[src/rtl/logic_gate_sweeper.sv]
// Sequential gate-function sweeper: on start, walks every N_IN-bit input combination,
// evaluates the latched gate op on each one and assembles the full truth table.
module logic_gate_sweeper #(
   parameter int N_IN = 2,
   parameter int TT_W = 2**N_IN
) (
   input  logic            clk,
   input  logic            rst_n,
   input  logic            start,
   input  logic [2:0]      op,
   output logic            busy,
   output logic            out_valid,
   output logic [N_IN-1:0] vec_out,
   output logic            y_out,
   output logic            done,
   output logic [TT_W-1:0] truth_table,
   output logic            err
);

   localparam int CNT_W = N_IN + 1;
   localparam logic [CNT_W-1:0] LAST = CNT_W'(TT_W - 1);

   typedef enum logic {IDLE, SWEEP} state_t;

   state_t            state, state_nx;
   logic [CNT_W-1:0]  cnt, cnt_nx;
   logic [2:0]        op_q, op_nx;
   logic [N_IN-1:0]   vec_nx;
   logic              y_nx, ov_nx, done_nx, err_nx, f_val;
   logic [TT_W-1:0]   tt_nx;
   logic [N_IN-1:0]   sel;

   assign sel  = cnt[N_IN-1:0];
   assign busy = (state == SWEEP);

   // Illegal op codes yield an all-zero table; err flags them separately.
   always_comb begin
      f_val = 1'b0;
      case (op_q)
         3'd0:    f_val = &sel;
         3'd1:    f_val = |sel;
         3'd2:    f_val = ~&sel;
         3'd3:    f_val = ~|sel;
         3'd4:    f_val = ^sel;
         3'd5:    f_val = ~^sel;
         default: f_val = 1'b0;
      endcase
   end

   always_comb begin
      state_nx = state;
      cnt_nx   = cnt;
      op_nx    = op_q;
      vec_nx   = vec_out;
      y_nx     = y_out;
      ov_nx    = 1'b0;
      done_nx  = 1'b0;
      tt_nx    = truth_table;
      err_nx   = err;
      case (state)
         IDLE: begin
            if (start) begin
               op_nx    = op;
               cnt_nx   = '0;
               tt_nx    = '0;
               err_nx   = (op > 3'd5);
               state_nx = SWEEP;
            end
         end
         SWEEP: begin
            vec_nx     = sel;
            y_nx       = f_val;
            tt_nx[sel] = f_val;
            ov_nx      = 1'b1;
            if (cnt == LAST) begin
               state_nx = IDLE;
               done_nx  = 1'b1;
               cnt_nx   = '0;
            end else begin
               cnt_nx = cnt + CNT_W'(1);
            end
         end
         default: state_nx = IDLE;
      endcase
   end

   always_ff @(posedge clk or negedge rst_n) begin
      if (!rst_n) begin
         state       <= IDLE;
         cnt         <= '0;
         op_q        <= '0;
         vec_out     <= '0;
         y_out       <= 1'b0;
         out_valid   <= 1'b0;
         done        <= 1'b0;
         truth_table <= '0;
         err         <= 1'b0;
      end else begin
         state       <= state_nx;
         cnt         <= cnt_nx;
         op_q        <= op_nx;
         vec_out     <= vec_nx;
         y_out       <= y_nx;
         out_valid   <= ov_nx;
         done        <= done_nx;
         truth_table <= tt_nx;
         err         <= err_nx;
      end
   end

endmodule

[config.mk]
export PLATFORM = sky130hd
export DESIGN_NAME = logic_gate_sweeper
export DESIGN_NICKNAME = d
export VERILOG_FILES = /design/src/rtl/logic_gate_sweeper.sv
export SDC_FILE = /design/constraint.sdc
export NUM_CORES = 1
export LEC_CHECK = 0
export CORE_MARGIN = 2
export CORE_UTILIZATION = 43
export CTS_BUF_LIST = sky130_fd_sc_hd__clkbuf_8
export CTS_CLUSTER_DIAMETER = 50
export CTS_CLUSTER_SIZE = 12
export DETAILED_ROUTE_END_ITERATION = 16
export PLACE_DENSITY = 0.79
export SETUP_SLACK_MARGIN = 0.02
export SYNTH_ARGS = -nofsm -noshare
export SYNTH_HDL_FRONTEND = slang
export SYNTH_SLANG_ARGS = --single-unit
[constraint.sdc]
create_clock -name clk -period 3 [get_ports clk]
set_input_delay 0.45 -clock clk [delete_from_list [all_inputs] [get_ports clk]]
set_output_delay 0.45 -clock clk [all_outputs]
set_load 0.01 [all_outputs]
-- Word-level counts from Yosys, hierarchy flattened
Cells that the tools add are included.
- bits of input ports: 6
- logic and storage cells: 45
- output and inout bits: 11
- flip-flop bits (word level): 17
- $add $sub $neg: 1
- magnitude comparators: 3
- bitwise logic cells: 1
- equality and inequality tests: 7
- muxes and demuxes: 15
- reductions and logical operators: 9
- operators with widths (cell ; number):
    3-bit by 2-bit == test with 1-bit output (second input constant) ; 3
    4-bit one-hot mux with 2 select lines ; 1
    3-bit == test (second input constant) ; 2
    1-bit 2-to-1 mux ; 6
    3-bit 2-to-1 mux ; 2
    1-bit one-hot mux with 6 select lines ; 1
    3-bit one-hot mux with 2 select lines ; 1
    4-bit bitwise mux ; 1
    4-bit 2-to-1 mux ; 1
    2-bit AND reduction ; 2
    3-bit by 1-bit adder with 3-bit output (second input constant) ; 1
    3-bit by 1-bit == test with 1-bit output (second input constant) ; 1
    3-bit > comparator (second input constant) ; 1
    3-bit zero test ; 1
    2-bit by 3-bit less-than comparator with 1-bit output (second input constant) ; 1
    1-bit demux with 2-bit select ; 1
    2-bit by 1-bit >= comparator with 1-bit output (second input constant) ; 1
    1-bit zero test ; 2
    2-bit inequality test (second input constant) ; 1
    1-bit one-hot mux with 2 select lines ; 1
    2-bit OR reduction ; 1
    2-bit XNOR reduction ; 1
    2-bit XOR reduction ; 1
    1-bit logical AND ; 1
    1-bit NOT ; 1

-- Longest topological paths before layout
Gate-level depths: netlist (run 1).
- depth after elaboration: 6
- gate-level depth with buffers: 6
- mapped depth without buffers: 6

-- Worst setup path after synthesis (run 1)
No wires, ideal clock.
- path kind: reg-to-reg
- start: reg cnt[0]
- end: reg truth_table[0]
- cell stages (with the launch flop): 6
- buffers on the path: 0
- clock period less this slack: 1.511 ns
- required time: 2.918 ns
- setup slack: 1.489 ns
- data arrival time: 1.429 ns
- setup time: 0.082 ns
- path through: dfrtp_1 > ha_1 > nor2b_1 > o21ai_1 > or3b_4 > a31oi_1
- longest elaborated chain between the ends: 6
- elaborated cells between the ends (all ways): 14
- those cells by class: order compare (2); mux (5); reduce/logical (7)
- RTL lines (element ; line ; source):
    from (decl) ; 26 ; logic [CNT_W-1:0] cnt, cnt_nx;
    from (signal assigned) ; 100 ; cnt <= cnt_nx;
    2-bit by 3-bit less-than comparator with 1-bit output (implied by the code) / 2-bit by 1-bit >= comparator with 1-bit output (equally long branches) ; 73 ; tt_nx[sel] = f_val;
    1-bit logical AND (implied by the code) ; 73 ;
    1-bit 2-to-1 mux (implied by the code) ; 73 ;
    1-bit demux with 2-bit select ; 73 ;
    4-bit bitwise mux * ; 73 ;
    4-bit one-hot mux with 2 select lines * ; 60 ; case (state)
    to (signal assigned) ; 106 ; truth_table <= tt_nx;
    to (decl) ; 16 ; output logic [TT_W-1:0] truth_table,
Every way passes the cells marked *; elsewhere a longest branch is shown, timed or not.
A chain may end at the register's enable or synchronous reset.

-- Worst setup path after layout (run 1)
- start: reg state, in the netlist busy
- end: out busy
- RTL lines (element ; line ; source):
    from (decl) ; 25 ; state_t state, state_nx;
    from (signal assigned) ; 99 ; state <= state_nx;
    to (decl) ; 11 ; output logic busy,
No word-level cell between the ends.

==> results of run 1 <==
==> per-layer routing <==
layer	part of all wire, %	vias to the layer above	global-route usage (%)
li1	-	274	-
met1	45	265	16.54
met4	2.0	0	10.29
met5	0	-	0
met3	3.2	4	3.529
met2	50	14	21.94
==> registers in the layout (all words and copies together) (netlist names) <==
name and cells:
busy 1, done 1, vec_out 2, cnt 3, out_valid 1, y_out 1, err 1, op_q 3
truth_table 4
==> where the power goes <==
part / switching, mW / internal (mW)
sequential: 0.100 / 0.337
combinational: 0.220 / 0.296
clock: 0.0749 / 0.0921
==> cell type report <==
cell class | count | share of cell area (%)
clock buffers | 3 | 4.141
inverters | 4 | 1.506
clock inverters | 1 | 0.5019
flip-flops and latches | 17 | 42.66
multi-input cells | 46 | 31.99
well taps | 25 | 3.137
repair buffers | 16 | 16.06
==> final timing paths <==
| path | from | to | slack (ns) | depth (start not counted) |
|---|---|---|---|---|
| hold / removal | vec_out[0] | vec_out[0] | 0.51 | 1 |
| max in group asynchronous | rst_n | err | 1.91 | 1 |
| min in group asynchronous | rst_n | done | 0.63 | 1 |
| hold reg to reg | vec_out[0] | vec_out[0] | 0.51 | 1 |
| setup reg to reg | cnt[0] | truth_table[1] | 1.33 | 6 |
| setup / recovery | busy | busy | 1.01 | 1 |
==> cells in the final DEF, fill, tap and decap left out, drive strengths merged, types with 3 or more instances in the layout <==
master	n
a31oi	4
and2b	4
clkbuf	3
clkdlybuf4s50	16
dfrtp	17
ha	4
inv	4
mux2	4
nand2	5
nor2	4
nor2b	4
o21ai	4
o22ai	4
==> per-stage QoR <==
step           util, %  hold slack [ns]  worst slack, ns
3_3_place_gp     55.68           0.4890            1.080
5_1_grt          58.39           0.5360           0.9263
2_1_floorplan        -           0.1544            1.489
3_5_place_dp     55.68           0.4969            1.058
4_1_cts          58.39           0.5062           0.9963
6_report         58.39           0.5104            1.007
==> cell families after synthesis <==
kind of cell               after synthesis  synth area share (%)
and+or+nand+nor                         22                 15.83
DFF                                     17                 54.93
AOI/OAI and AO/OA                       15                 11.95
buffers and inverters                    6                 3.876
muxes                                    4                 5.815
adders and majority gates                4                 6.462
xor gates and xnor gates                 1                 1.131
==> flow_summary.json, run 1 <==
{
  "fin_tns_setup_ns": 0,
  "clock_sinks": 17,
  "diodes": 0,
  "worstPathRequired_ns": 2.55,
  "synthCells": 69,
  "drv_slew": 0,
  "vdd_drop_max_mv": 0.5508,
  "netlist_area_um2": 774.5,
  "max_slew.worst_pin.slew_ns": 0.7260,
  "cts_made_buffers": 3,
  "crit_type": "reg2out",
  "setup-violations-final": 0,
  "grt_max_degree": 18,
  "ios": 17,
  "hold_buffers": 0,
  "synth_most_common_cell": "dfrtp_1",
  "yosysSeqAreaShare_pct": 54.93,
  "critPathTopFamily": "flip-flops",
  "via_count": 557,
  "tritoncts": "done",
  "skew_ns": 0.0006995,
  "seq_area_um2": 425.4,
  "synth_area_leaders": "dfrtp_1 (55%), ha_1 (6.5%), mux2_2 (5.8%), and2b_1 (3.9%), a31oi_1 (3.2%)",
  "yosys_warnings": 0,
  "arrival_ns": 1.54,
  "slowest_stage": "dfrtp_1",
  "post-place-cells": 108,
  "synth_area_leader_cell": "dfrtp_1",
  "max-clock-path-buffers": 2,
  "async_reset_ff_share_pct": 100.0,
  "io_buffers": 16,
  "slew_headroom_pct": 51.45,
  "ant_nets": 0,
  "place_hpwl_um": 969,
  "cts-resized-gates": 0,
  "grt_first_pass_wirelength_um": 2042,
  "rows": 15,
  "yosys_register_bits": 17,
  "finalCritPeriodShare_pct": 66.44,
  "drtIter0Drc": 3,
  "drc": 0,
  "h-tree-depth": 1,
  "antenna_found_initial": 0,
  "synth_edf_count": 0,
  "overflow": 0,
  "post_cts_buffers": 0,
  "max_cap_violations": 0,
  "routed_wl_um": 1325,
  "dieArea_um2": 2157,
  "path_buf_inv": 1,
  "syn-num-nets": 79,
  "power.density_nw_per_um2": 1124,
  "die_w_um": 46.44,
  "grt_pass1_vias": 503,
  "multi_input_area_um2": 319.1,
  "root_buffer": "clkbuf_8",
  "path_cells": "clkdlybuf4s50_1",
  "critical_path.endpoint_type": "primary output",
  "area_growth_pct": 28.76,
  "instances_no_fill": 112,
  "final_cell_area_um2": 997.2,
  "vias_per_cell": 4.973,
  "clkLatencyLatePin_ns": 0.25,
  "path_clk_slew_ns": 0.06,
  "track_usage_pct": 14.07,
  "startpoint_type": "flip-flop",
  "finalHoldViolCount": 0,
  "power_mw": 1.121,
  "synthTopCellsByCount": "dfrtp_1 (17), nand2_1 (5)",
  "start_util_pct": 45.35,
  "fillers": 147,
  "place_congestion": 0.7575,
  "worstPathMaxFanout": 17,
  "yosysTopAreaCellShare_pct": 54.93,
  "placed_area_um2": 950.9,
  "p_leak_nw": 0.4392,
  "layout.nets": 98,
  "wl_per_cell_um": 11.83,
  "avgSynthCellArea_um2": 11.22,
  "layout-drive-gt1-share_pct": 10.34,
  "core_um2": 1708,
  "rsz0062_at_grt": "no",
  "period_needed_ns": 1.993,
  "timing.fmax_mhz": 501.7,
  "slowest_delay_ns": 0.66,
  "hp-class": "reg2reg",
  "outcome": "finished, final reports clean",
  "dr.pass1.iters": 4,
  "die-height_um": 46.44,
  "ys_types": 23,
  "synth_ff_type": "dfrtp_1"
}
(Power assumes the default switching activity.)
==> run 2: changes to the inputs <==
--- a/config.mk
+++ b/config.mk
@@ -11,7 +11,7 @@
 export CTS_CLUSTER_DIAMETER = 50
 export CTS_CLUSTER_SIZE = 12
 export DETAILED_ROUTE_END_ITERATION = 16
-export PLACE_DENSITY = 0.79
+export PLACE_DENSITY = 0.81
 export SETUP_SLACK_MARGIN = 0.02
 export SYNTH_ARGS = -nofsm -noshare
 export SYNTH_HDL_FRONTEND = slang
==> constraint.sdc (replaced) <==
create_clock -name clk -period 1.8 [get_ports clk]
set_input_delay 0.27 -clock clk [delete_from_list [all_inputs] [get_ports clk]]
set_output_delay 0.27 -clock clk [all_outputs]
set_load 0.01 [all_outputs]
==> run 2 against run 1 <==
Effect of this change: count of clock-buffer cells in the layout is the same; final cell count is 3.6% higher; hold slack worse by 0.17 ns; flip-flop and latch count unchanged; largest cell class unchanged; design area grew 3.1%.
==> flow_summary.json, run 2 (same netlist as run 1, synthesis figures left out) <==
{
  "startpoint_type": "flip-flop",
  "rsz0062_at_grt": "no",
  "timing.fmax_mhz": 604.3,
  "drtIter0Drc": 10,
  "die-height_um": 46.44,
  "outcome": "finished, final reports clean",
  "tritoncts": "done",
  "cts_made_buffers": 3,
  "max-clock-path-buffers": 2,
  "largest_reg_flops": 4,
  "clock_sinks": 17,
  "power.density_nw_per_um2": 1860,
  "io_buffers": 16,
  "antenna_found_initial": 0,
  "grt_first_pass_wirelength_um": 2442,
  "h-tree-depth": 1,
  "reg_top3": "truth_table x4, cnt x3, op_q x3",
  "place_hpwl_um": 1084,
  "vias_per_cell": 5.026,
  "routed_wl_um": 1448,
  "worstPathRequired_ns": 1.97,
  "grt_pass1_vias": 565,
  "instances_no_fill": 116,
  "arrival_ns": 1.83,
  "ios": 17,
  "cts-resized-gates": 0,
  "skew_ns": 0.0008177,
  "post_cts_buffers": 0,
  "post-place-cells": 112,
  "clkLatencyLatePin_ns": 0.25,
  "setup-violations-final": 0,
  "start_util_pct": 45.35,
  "slew_headroom_pct": 73.72,
  "largest-register": "truth_table",
  "vdd_drop_max_mv": 0.7249,
  "via_count": 583,
  "grt_max_degree": 18,
  "dieArea_um2": 2157,
  "layout-drive-gt1-share_pct": 15.38,
  "fin_tns_setup_ns": 0,
  "wl_per_cell_um": 12.48,
  "area_growth_pct": 32.80,
  "path_clk_slew_ns": 0.06,
  "place_congestion": 0.7701,
  "drc": 0,
  "finalCritPeriodShare_pct": 91.93,
  "core_um2": 1708,
  "hold_buffers": 0,
  "most-common-layout-cells": "dfrtp_1 (16), clkdlybuf4s50_1 (16), nand2_1 (5)",
  "p_leak_nw": 0.4574,
  "period_needed_ns": 1.655,
  "overflow": 0,
  "worstPathMaxFanout": 6,
  "layout.nets": 102,
  "finalHoldViolCount": 0,
  "max_slew.worst_pin.slew_ns": 0.3934,
  "critical_path.endpoint_type": "flip-flop",
  "drv_slew": 0,
  "max_cap_violations": 0,
  "ant_nets": 0,
  "diodes": 0,
  "rows": 15,
  "root_buffer": "clkbuf_8",
  "track_usage_pct": 17.02,
  "crit_type": "reg2reg",
  "die_w_um": 46.44,
  "hp-class": "in2async",
  "rrSetupSlack_ns": 0.15,
  "dr.pass1.iters": 3
}
[run 2: cell types whose count changed in the layout (fill, tap and decap cells not counted), sizes merged]
cell  delta
buf      +4
[run 2: where the power goes]
group	internal [mW]	switching [mW]	total, mW
Sequential	0.566	0.130	0.695
Combinational	0.518	0.422	0.939
Clock	0.154	0.125	0.278
[run 2: layer usage]
| layer | routed length, µm | GRT usage (%) |
|---|---|---|
| met5 | 0 | 0 |
| met4 | 29 | 8.571 |
| met3 | 77 | 4.706 |
| met2 | 774 | 29.72 |
| met1 | 567 | 18.61 |
[run 2: area by class of cell]
| type | count | area, µm² |
|---|---|---|
| clock buffers | 3 | 41.29 |
| clock inverters | 1 | 5.005 |
| multi-input cells | 46 | 319.1 |
| well taps | 25 | 31.28 |
| repair buffers | 20 | 190.2 |
| fillers | 143 | 679.4 |
| flip-flops and latches | 17 | 426.7 |
| inverters | 4 | 15.01 |
[run 2: worst paths after layout]
kind | startpoint | cells after the start | endpoint
max | cnt[0] | 5 | truth_table[0]
min | rst_n | 2 | truth_table[2]
max reg2reg | cnt[0] | 5 | truth_table[0]
min reg2reg | cnt[2] | 2 | cnt[2]
max in group asynchronous | rst_n | 2 | cnt[0]
min in group clk | cnt[2] | 2 | cnt[2]
[run 2: stage by stage]
stage	util (%)	area, µm²	worst slack, ns	hold slack, ns	total power [mW]
2_1_floorplan	-	774.5	0.2892	-0.02559	1.267
3_3_place_gp	57.44	980.9	0.1912	0.4901	1.597
3_5_place_dp	57.44	980.9	0.1423	0.4887	1.645
4_1_cts	60.15	1027	0.1212	0.3476	1.934
5_1_grt	60.22	1028	0.04943	0.3538	2.071
6_report	60.22	1028	0.1453	0.3425	1.913
[run 2: critical path: stages, from the launching register on]
cell and delay (ns):
dfrtp_2 0.44, ha_1 0.27, nor2b_1 0.16, o21ai_1 0.11, or3b_4 0.42, a31oi_1 0.18
==> run 3: changes to the inputs <==
--- a/config.mk
+++ b/config.mk
@@ -6,12 +6,12 @@
 export NUM_CORES = 1
 export LEC_CHECK = 0
 export CORE_MARGIN = 2
-export CORE_UTILIZATION = 43
+export CORE_UTILIZATION = 30
 export CTS_BUF_LIST = sky130_fd_sc_hd__clkbuf_8
 export CTS_CLUSTER_DIAMETER = 50
 export CTS_CLUSTER_SIZE = 12
 export DETAILED_ROUTE_END_ITERATION = 16
-export PLACE_DENSITY = 0.81
+export PLACE_DENSITY = 0.63
 export SETUP_SLACK_MARGIN = 0.02
 export SYNTH_ARGS = -nofsm -noshare
 export SYNTH_HDL_FRONTEND = slang
==> run 3 against run 2 <==
Effect of this change: sequential share of layout area fell by 0.25 points; utilization fell by 18 points; sequential power barely moved; design area rose by 0.61%; combinational power barely moved; critical path depth did not move; critical path type unchanged; routed wire length fell by 1.1%.
==> flow_summary.json, run 3 (same netlist as run 1, synthesis figures left out) <==
{
  "max_cap_violations": 0,
  "grt_max_degree": 18,
  "die_w_um": 54.81,
  "slowest_delay_ns": 0.44,
  "crit_type": "reg2reg",
  "fin_tns_setup_ns": 0,
  "slowest_stage": "dfrtp_2",
  "ant_nets": 0,
  "arrival_ns": 1.83,
  "post-place-cells": 117,
  "largest_reg_flops": 4,
  "dr.pass1.iters": 4,
  "period_needed_ns": 1.661,
  "preCtsSetupSlack_ns": 0.1404,
  "routed_wl_um": 1432,
  "vdd_drop_max_mv": 1.079,
  "instances_no_fill": 121,
  "timing.fmax_mhz": 602.0,
  "path_clk_slew_ns": 0.07,
  "fin_ws_ns": 0.1389,
  "tritoncts": "done",
  "wl_per_cell_um": 11.83,
  "largest-register": "truth_table",
  "power_mw": 1.913,
  "root_buffer": "clkbuf_8",
  "layout-drive-gt1-share_pct": 15.38,
  "drc": 0,
  "ios": 17,
  "area_growth_pct": 33.60,
  "max-clock-path-buffers": 2,
  "power.density_nw_per_um2": 1849,
  "vias_per_cell": 4.620,
  "p_leak_nw": 0.4574,
  "clkLatencyLatePin_ns": 0.25,
  "outcome": "finished, final reports clean",
  "clock_sinks": 17,
  "via_count": 559,
  "path_cells": "ha_1, nor2b_1, o21ai_1, or3b_4, a31oi_1",
  "final_cell_area_um2": 1035,
  "drv_slew": 0,
  "max_slew.worst_pin.slew_ns": 0.3271,
  "most-common-layout-cells": "dfrtp_1 (16), clkdlybuf4s50_1 (16), nand2_1 (5)",
  "hold_buffers": 0,
  "place_hpwl_um": 1061,
  "setup-violations-final": 0,
  "io_buffers": 16,
  "rsz0062_at_grt": "no",
  "dieArea_um2": 3004,
  "reg2reg_depth": 5,
  "worstPathMaxFanout": 6,
  "slew_headroom_pct": 78.15,
  "cts_made_buffers": 3,
  "finalCritPeriodShare_pct": 92.28,
  "finalHoldViolCount": 0,
  "grt_first_pass_wirelength_um": 2277,
  "startpoint_type": "flip-flop",
  "hp-class": "in2async",
  "core_um2": 2455,
  "grt_pass1_vias": 517,
  "track_usage_pct": 10.92,
  "start_util_pct": 31.55,
  "overflow": 0,
  "drtIter0Drc": 6,
  "hold_slack_ns": 0.3324,
  "worstPathRequired_ns": 1.97,
  "fin_util_pct": 42.15,
  "h-tree-depth": 1,
  "diodes": 0,
  "place_congestion": 0.7951,
  "rows": 18,
  "die-height_um": 54.81,
  "skew_ns": 0.002756,
  "critical_path.endpoint_type": "flip-flop",
  "antenna_found_initial": 0,
  "reg_top3": "truth_table x4, cnt x3, op_q x3",
  "placed_area_um2": 987.2,
  "layout.nets": 102
}
[run 3: cell counts in the layout (fill, tap and decap cells not counted)]
Identical to the previous run, type by type.
[run 3: final cells by class]
cell class / instances / area, µm²
clock inverters: 1 / 5.005
multi-input cells: 46 / 319.1
fillers: 238 / 1420
repair buffers: 20 / 190.2
inverters: 4 / 15.01
well taps: 30 / 37.54
clock buffers: 3 / 41.29
flip-flops and latches: 17 / 426.7
[run 3: worst paths after layout]
| check | from | end | slack [ns] |
|---|---|---|---|
| min in group clk | cnt[2] | cnt[2] | 0.50 |
| worst max-delay path | cnt[0] | truth_table[3] | 0.14 |
| worst max register to register | cnt[0] | truth_table[3] | 0.14 |
| worst min register to register | cnt[2] | cnt[2] | 0.50 |
| worst min-delay path | rst_n | out_valid | 0.33 |
| max in group asynchronous | rst_n | cnt[0] | 1.26 |
[run 3: layer usage]
layer	global-route usage, %	vias to the layer above	share of wire (%)
met3	3.279	2	4.3
met1	14.89	264	49
li1	-	280	-
met2	15.67	13	45
met5	0	-	0
met4	5.000	0	1.4
[run 3: where the power goes]
| group | internal, mW | switching, mW |
|---|---|---|
| clock | 0.154 | 0.128 |
| combinational | 0.517 | 0.421 |
| sequential | 0.565 | 0.128 |
[run 3: timing repair]
action,4_1_cts,5_1_grt
resized for setup,0,1
buffers inserted,0,0
setup endpoints to repair,0,1
[run 3: worst max-delay path: cells and delay by family (launching register included)]
kind,cells,cell delay [ns]
simple gates,2,0.58
compound gates,2,0.31
flops,1,0.44
fa+ha+maj,1,0.26
